[config.mk]
export PLATFORM = sky130hd
export DESIGN_NAME = prio_arbiter
export DESIGN_NICKNAME = d
export VERILOG_FILES = /design/src/rtl/prio_arbiter.sv
export SDC_FILE = /design/constraint.sdc
export NUM_CORES = 1
export LEC_CHECK = 0
export CAP_MARGIN = 40
export CORE_AREA = 2 2 39 41
export DETAILED_ROUTE_END_ITERATION = 7
export DIE_AREA = 0 0 41 43
export PLACE_DENSITY = 0.54
export SLEW_MARGIN = 10
export SYNTH_ARGS = -nofsm -noshare
export SYNTH_HDL_FRONTEND = slang
export SYNTH_SLANG_ARGS = --single-unit
[constraint.sdc]
create_clock -name clk -period 2.4 [get_ports clk]
set_clock_uncertainty 0.15 [all_clocks]
set_input_delay 0.36 -clock clk [delete_from_list [all_inputs] [get_ports clk]]
set_output_delay 0.36 -clock clk [all_outputs]
set_load 0.02 [all_outputs]
[src/rtl/prio_arbiter.sv]
// Request arbiter with a registered, sticky grant and a valid/ready output handshake.
// Defining PRIO_ARB_RR_EN selects round-robin arbitration; without it, the highest-index request wins.
module prio_arbiter #(
  parameter int N = 8,
  parameter int W = $clog2(N)
) (
  input  logic         clk,
  input  logic         reset,
  input  logic         en,
  input  logic [N-1:0] req,
  input  logic         ready,
  output logic         valid,
  output logic [N-1:0] grant,
  output logic [W-1:0] grant_idx,
  output logic         fsm_state
);

  // Handshake: a grant is offered while valid=1 and is consumed on any rising edge
  // where valid=1 and ready=1. The grant holds steady until it is consumed.
  typedef enum logic {IDLE = 1'b0, HOLD = 1'b1} state_t;

  state_t         state_q, state_d;
  logic [W-1:0]   idx_q, idx_d;
  logic [W-1:0]   win;
  logic           handshake;

  assign handshake = (state_q == HOLD) && ready;

`ifdef PRIO_ARB_RR_EN
  logic [W-1:0] ptr;

  // Search downward from ptr, wrapping from 0 back to N-1.
  always_comb begin
    logic found;
    int   j;
    win   = '0;
    found = 1'b0;
    j     = 0;
    for (int k = 0; k < N; k++) begin
      j = int'(ptr) - k;
      if (j < 0) j = j + N;
      if (!found && req[W'(j)]) begin
        win   = W'(j);
        found = 1'b1;
      end
    end
  end

  always_ff @(posedge clk or posedge reset) begin
    if (reset) begin
      ptr <= W'(N - 1);
    end else if (handshake) begin
      ptr <= (idx_q == '0) ? W'(N - 1) : idx_q - W'(1);
    end
  end
`else
  // The ascending scan lets the highest set bit overwrite any lower one.
  always_comb begin
    win = '0;
    for (int i = 0; i < N; i++) begin
      if (req[W'(i)]) win = W'(i);
    end
  end
`endif

  always_ff @(posedge clk or posedge reset) begin
    if (reset) begin
      state_q <= IDLE;
      idx_q   <= '0;
    end else begin
      state_q <= state_d;
      idx_q   <= idx_d;
    end
  end

  always_comb begin
    state_d   = state_q;
    idx_d     = idx_q;
    valid     = 1'b0;
    grant     = '0;
    grant_idx = '0;
    fsm_state = state_q;
    case (state_q)
      IDLE: begin
        if (en && (|req)) begin
          state_d = HOLD;
          idx_d   = win;
        end
      end
      HOLD: begin
        valid     = 1'b1;
        grant     = N'(1) << idx_q;
        grant_idx = idx_q;
        if (ready) begin
          if (en && (|req)) begin
            idx_d = win;
          end else begin
            state_d = IDLE;
            idx_d   = '0;
          end
        end
      end
      default: begin
        state_d = IDLE;
        idx_d   = '0;
      end
    endcase
  end

endmodule

# --- After elaboration in Yosys (flattened, before gate mapping) ---
# Cells that the tools add are included.
op_classes:
  shift: 1
  n_reduce_logical: 3
  muxes: 13
  bitwise_logic: 1
  eq_ne: 2
op_table:
  columns: ["op", "count"]
  rows:
  - ["2-to-1 mux 3 bit", 5]
  - ["2-to-1 mux 8 bit", 1]
  - ["OR reduction 8 bit", 1]
  - ["left shift 1 x 3 -> 8 bit (first input constant)", 1]
  - ["case mux 3 bit (2 select lines)", 1]
  - ["2-to-1 mux 1 bit", 4]
  - ["inequality test 2 bit (second input constant)", 2]
  - ["2-to-1 mux 2 bit", 1]
  - ["case mux 1 bit (2 select lines)", 1]
  - ["AND reduction 2 bit", 1]
  - ["logical AND 1 bit", 1]
  - ["NOT 1 bit", 1]
totals:
  ff_bits: 4
  word_cells: 22
  out_inout_bits: 13

# --- Logic depth before layout (Yosys ltp) ---
depth:
  word_depth: 6
  depth_mapped: 3
  mapped_depth_nobuf: 3

# --- Worst setup path before layout ---
# OpenSTA, ideal clock, no wires.
synth_timing:
  path_kind: "flip-flop to output port"
  startpoint: "register state_q (netlist: fsm_state)"
  endpoint: "output grant[1]"
  arrival_ns: 1.171
  stages_incl_launch_ff: 3
  path_slack_ns: 0.719
  path_cell_list: "dfrtp_1 and2_1 nor2b_1"
synth_via:
  elab_chain_len: 1
synth_rtl:
  columns: ["element", "line", "rtl"]
  rows:
  - ["start, declared", "22", "state_t state_q, state_d;"]
  - ["start signal, assigned", "71", "state_q <= state_d;"]
  - ["2-to-1 mux 8 bit", "83", "case (state_q)"]
  - ["end, declared", "13", "output logic [N-1:0] grant,"]
# No other way between the ends.

# --- Final worst setup path ---
layout_timing:
  startpoint: "register state_q (netlist: fsm_state)"
  endpoint: "output grant[2]"
# The elaborated chain is that of the path after synthesis.

==> qor.yml <==
synth_largest_area_cell: "dfrtp_1"
start_util: 0.188
tns_ns: 0
r2r_slack_ns: 1.30
ys_async_sr_fraction: 1.00
synthFlopType: "dfrtp_1"
cts.clk_slew.worst_paths_ns: 0.03
groute.usage.overall: 0.0685
clock-sinks: 3
grt_pass1_vias: 203
r2r_start: "fsm_state"
crit_type: "flop to output port"
dieHeight_um: 43
final_antenna_net_count: 0
hold_viol: 0
min_period_ns: 2.06
stdcell_count: 68
setup_viol: 0
dp.cells: 64
io_buffers: 19
post-cts-setup-buffer-count: 0
die_area_um2: 1760
p_per_area_nw_per_um2: 521
cp_max_fo: 8
grt_setup_unrepaired: "no"
antenna_found_initial: 0
cts-buffers-inserted: 3
most-common-layout-cells: "19 x clkdlybuf4s50_1, 5 x conb_1, 4 x nand2_1, 3 x clkbuf_4, 3 x dfrtp_1"
rows: 14
cts_resized: 0
status: "completed"
viasPerCell: 3.87
clk_path_buf_depth: 2
endpoint_kind: "output port"
first_pass_iters: 1
first_iter_violations: 0
drc: 0
synth_edf_count: 0
synth_warnings: 0
holdCritPathClass: "input port to asynchronous set/reset pin"
ir_drop_v: 0.000157
coreArea_um2: 1380
avgSynthCellArea_um2: 8.40
p_leak_uw: 0.000208
nNetsFinal: 65
grt_max_degree: 9
ctsHoldBuffers: 0
required_ns: 1.89
place_congestion: 0.620
maxCapViolCount: 0
worstPathArrival_ns: 1.55
r2r_end: "idx_q[1]"
final_area_um2: 467
io_pins: 25
start_kind: "flop"
ys_seq_area_frac: 0.288
finalWirelength_um: 526
placement.cell_area_um2: 440
fill_cells: 158
r2r_cells: 3
hold_ws_ns: 0.146
grt_pass1_wl_um: 779
htreeDepth: 1
grt-ovfl-total: 0
layout-drive-gt1-share: 0.115
clock-root-buffer: "clkbuf_4"
layout_commonest_cell: "clkdlybuf4s50_1"
die_w_um: 41
clk_latency_ns: 0.22
syn2layout_area_growth_pct: 79.3
synth_area_um2: 260
vias: 263
maxSlewViolCount: 0
synth_area_leaders: "dfrtp_1 29%, buf_4 17%, or4_4 8.7%, mux2i_1 7.7%, nand2_1 5.8%"
antenna_cells: 0
netlist.area_leader.share: 0.288
fmax_mhz: 485
synth.distinct_cells: 16
synth_seq_cells: 3
synthesis.instances: 31
post-route-period-util: 0.860
cts_tree: "done"
fin_util: 0.337
wire_per_inst_um: 7.74
state kept, by name, summed over array words and instances (netlist names):
| signal | cells |
|---|---|
| idx_q | 2 |
| fsm_state | 1 |
Yosys cell counts (2+ instances only):
cell type	number
buf_4	6
or4_4	2
nand2_1	4
dfrtp_1	3
nor2b_1	2
inv_1	2
mux2i_1	2
and2_1	2
per-stage QoR:
stage          worst slack, ns  power, µW
2_1_floorplan            0.719        118
3_3_place_gp             0.414        160
3_5_place_dp             0.408        160
4_1_cts                  0.308        248
5_1_grt                  0.248        256
6_report                 0.336        243
area by class of cell:
cell class	count	area (µm²)	area share
timing repair buffer	19	190	0.408
inverter	2	7.51	0.0161
sequential	3	75.1	0.161
multi-input combinational	24	148	0.316
clock buffer	4	26.3	0.0563
tap	16	20.0	0.0429
cell families (layout without fill, tap and decap cells):
logic type,count (synthesis),after routing,synth area share
and+or+nand+nor,14,14,0.332
buffers and inverters,8,25,0.202
AOI/OAI and AO/OA,3,3,0.0865
DFF,3,3,0.288
muxes,2,2,0.0769
other,1,5,0.0144
worst max-delay path by stage:
stage / from / to / slack, ns
2_1_floorplan: fsm_state / grant[1] / 0.72
3_3_place_gp: req[3] / idx_q[0] / 0.41
3_5_place_dp: req[1] / idx_q[1] / 0.41
4_1_cts: fsm_state / grant[2] / 0.31
5_1_grt: fsm_state / grant[1] / 0.25
6_report: fsm_state / grant[2] / 0.34
power breakdown:
part | internal [µW] | switching (µW)
clock | 62.1 | 22.5
combinational | 50.9 | 43.5
sequential | 56.8 | 7.51
worst max-delay path, cell delays in order, from the launching register on:
cell and delay, ns:
dfrtp_1 0.43, and2_1 0.17, nor2b_1 0.12, clkdlybuf4s50_1 0.61
layer usage:
metal | global-route usage | routed length (µm) | share of wire
met4 | 0.0600 | 0 | 0
met3 | 0.0314 | 61 | 0.12
met5 | 0 | 0 | 0
met2 | 0.0969 | 261 | 0.50
met1 | 0.0714 | 204 | 0.39
(Power assumes the default switching activity.)
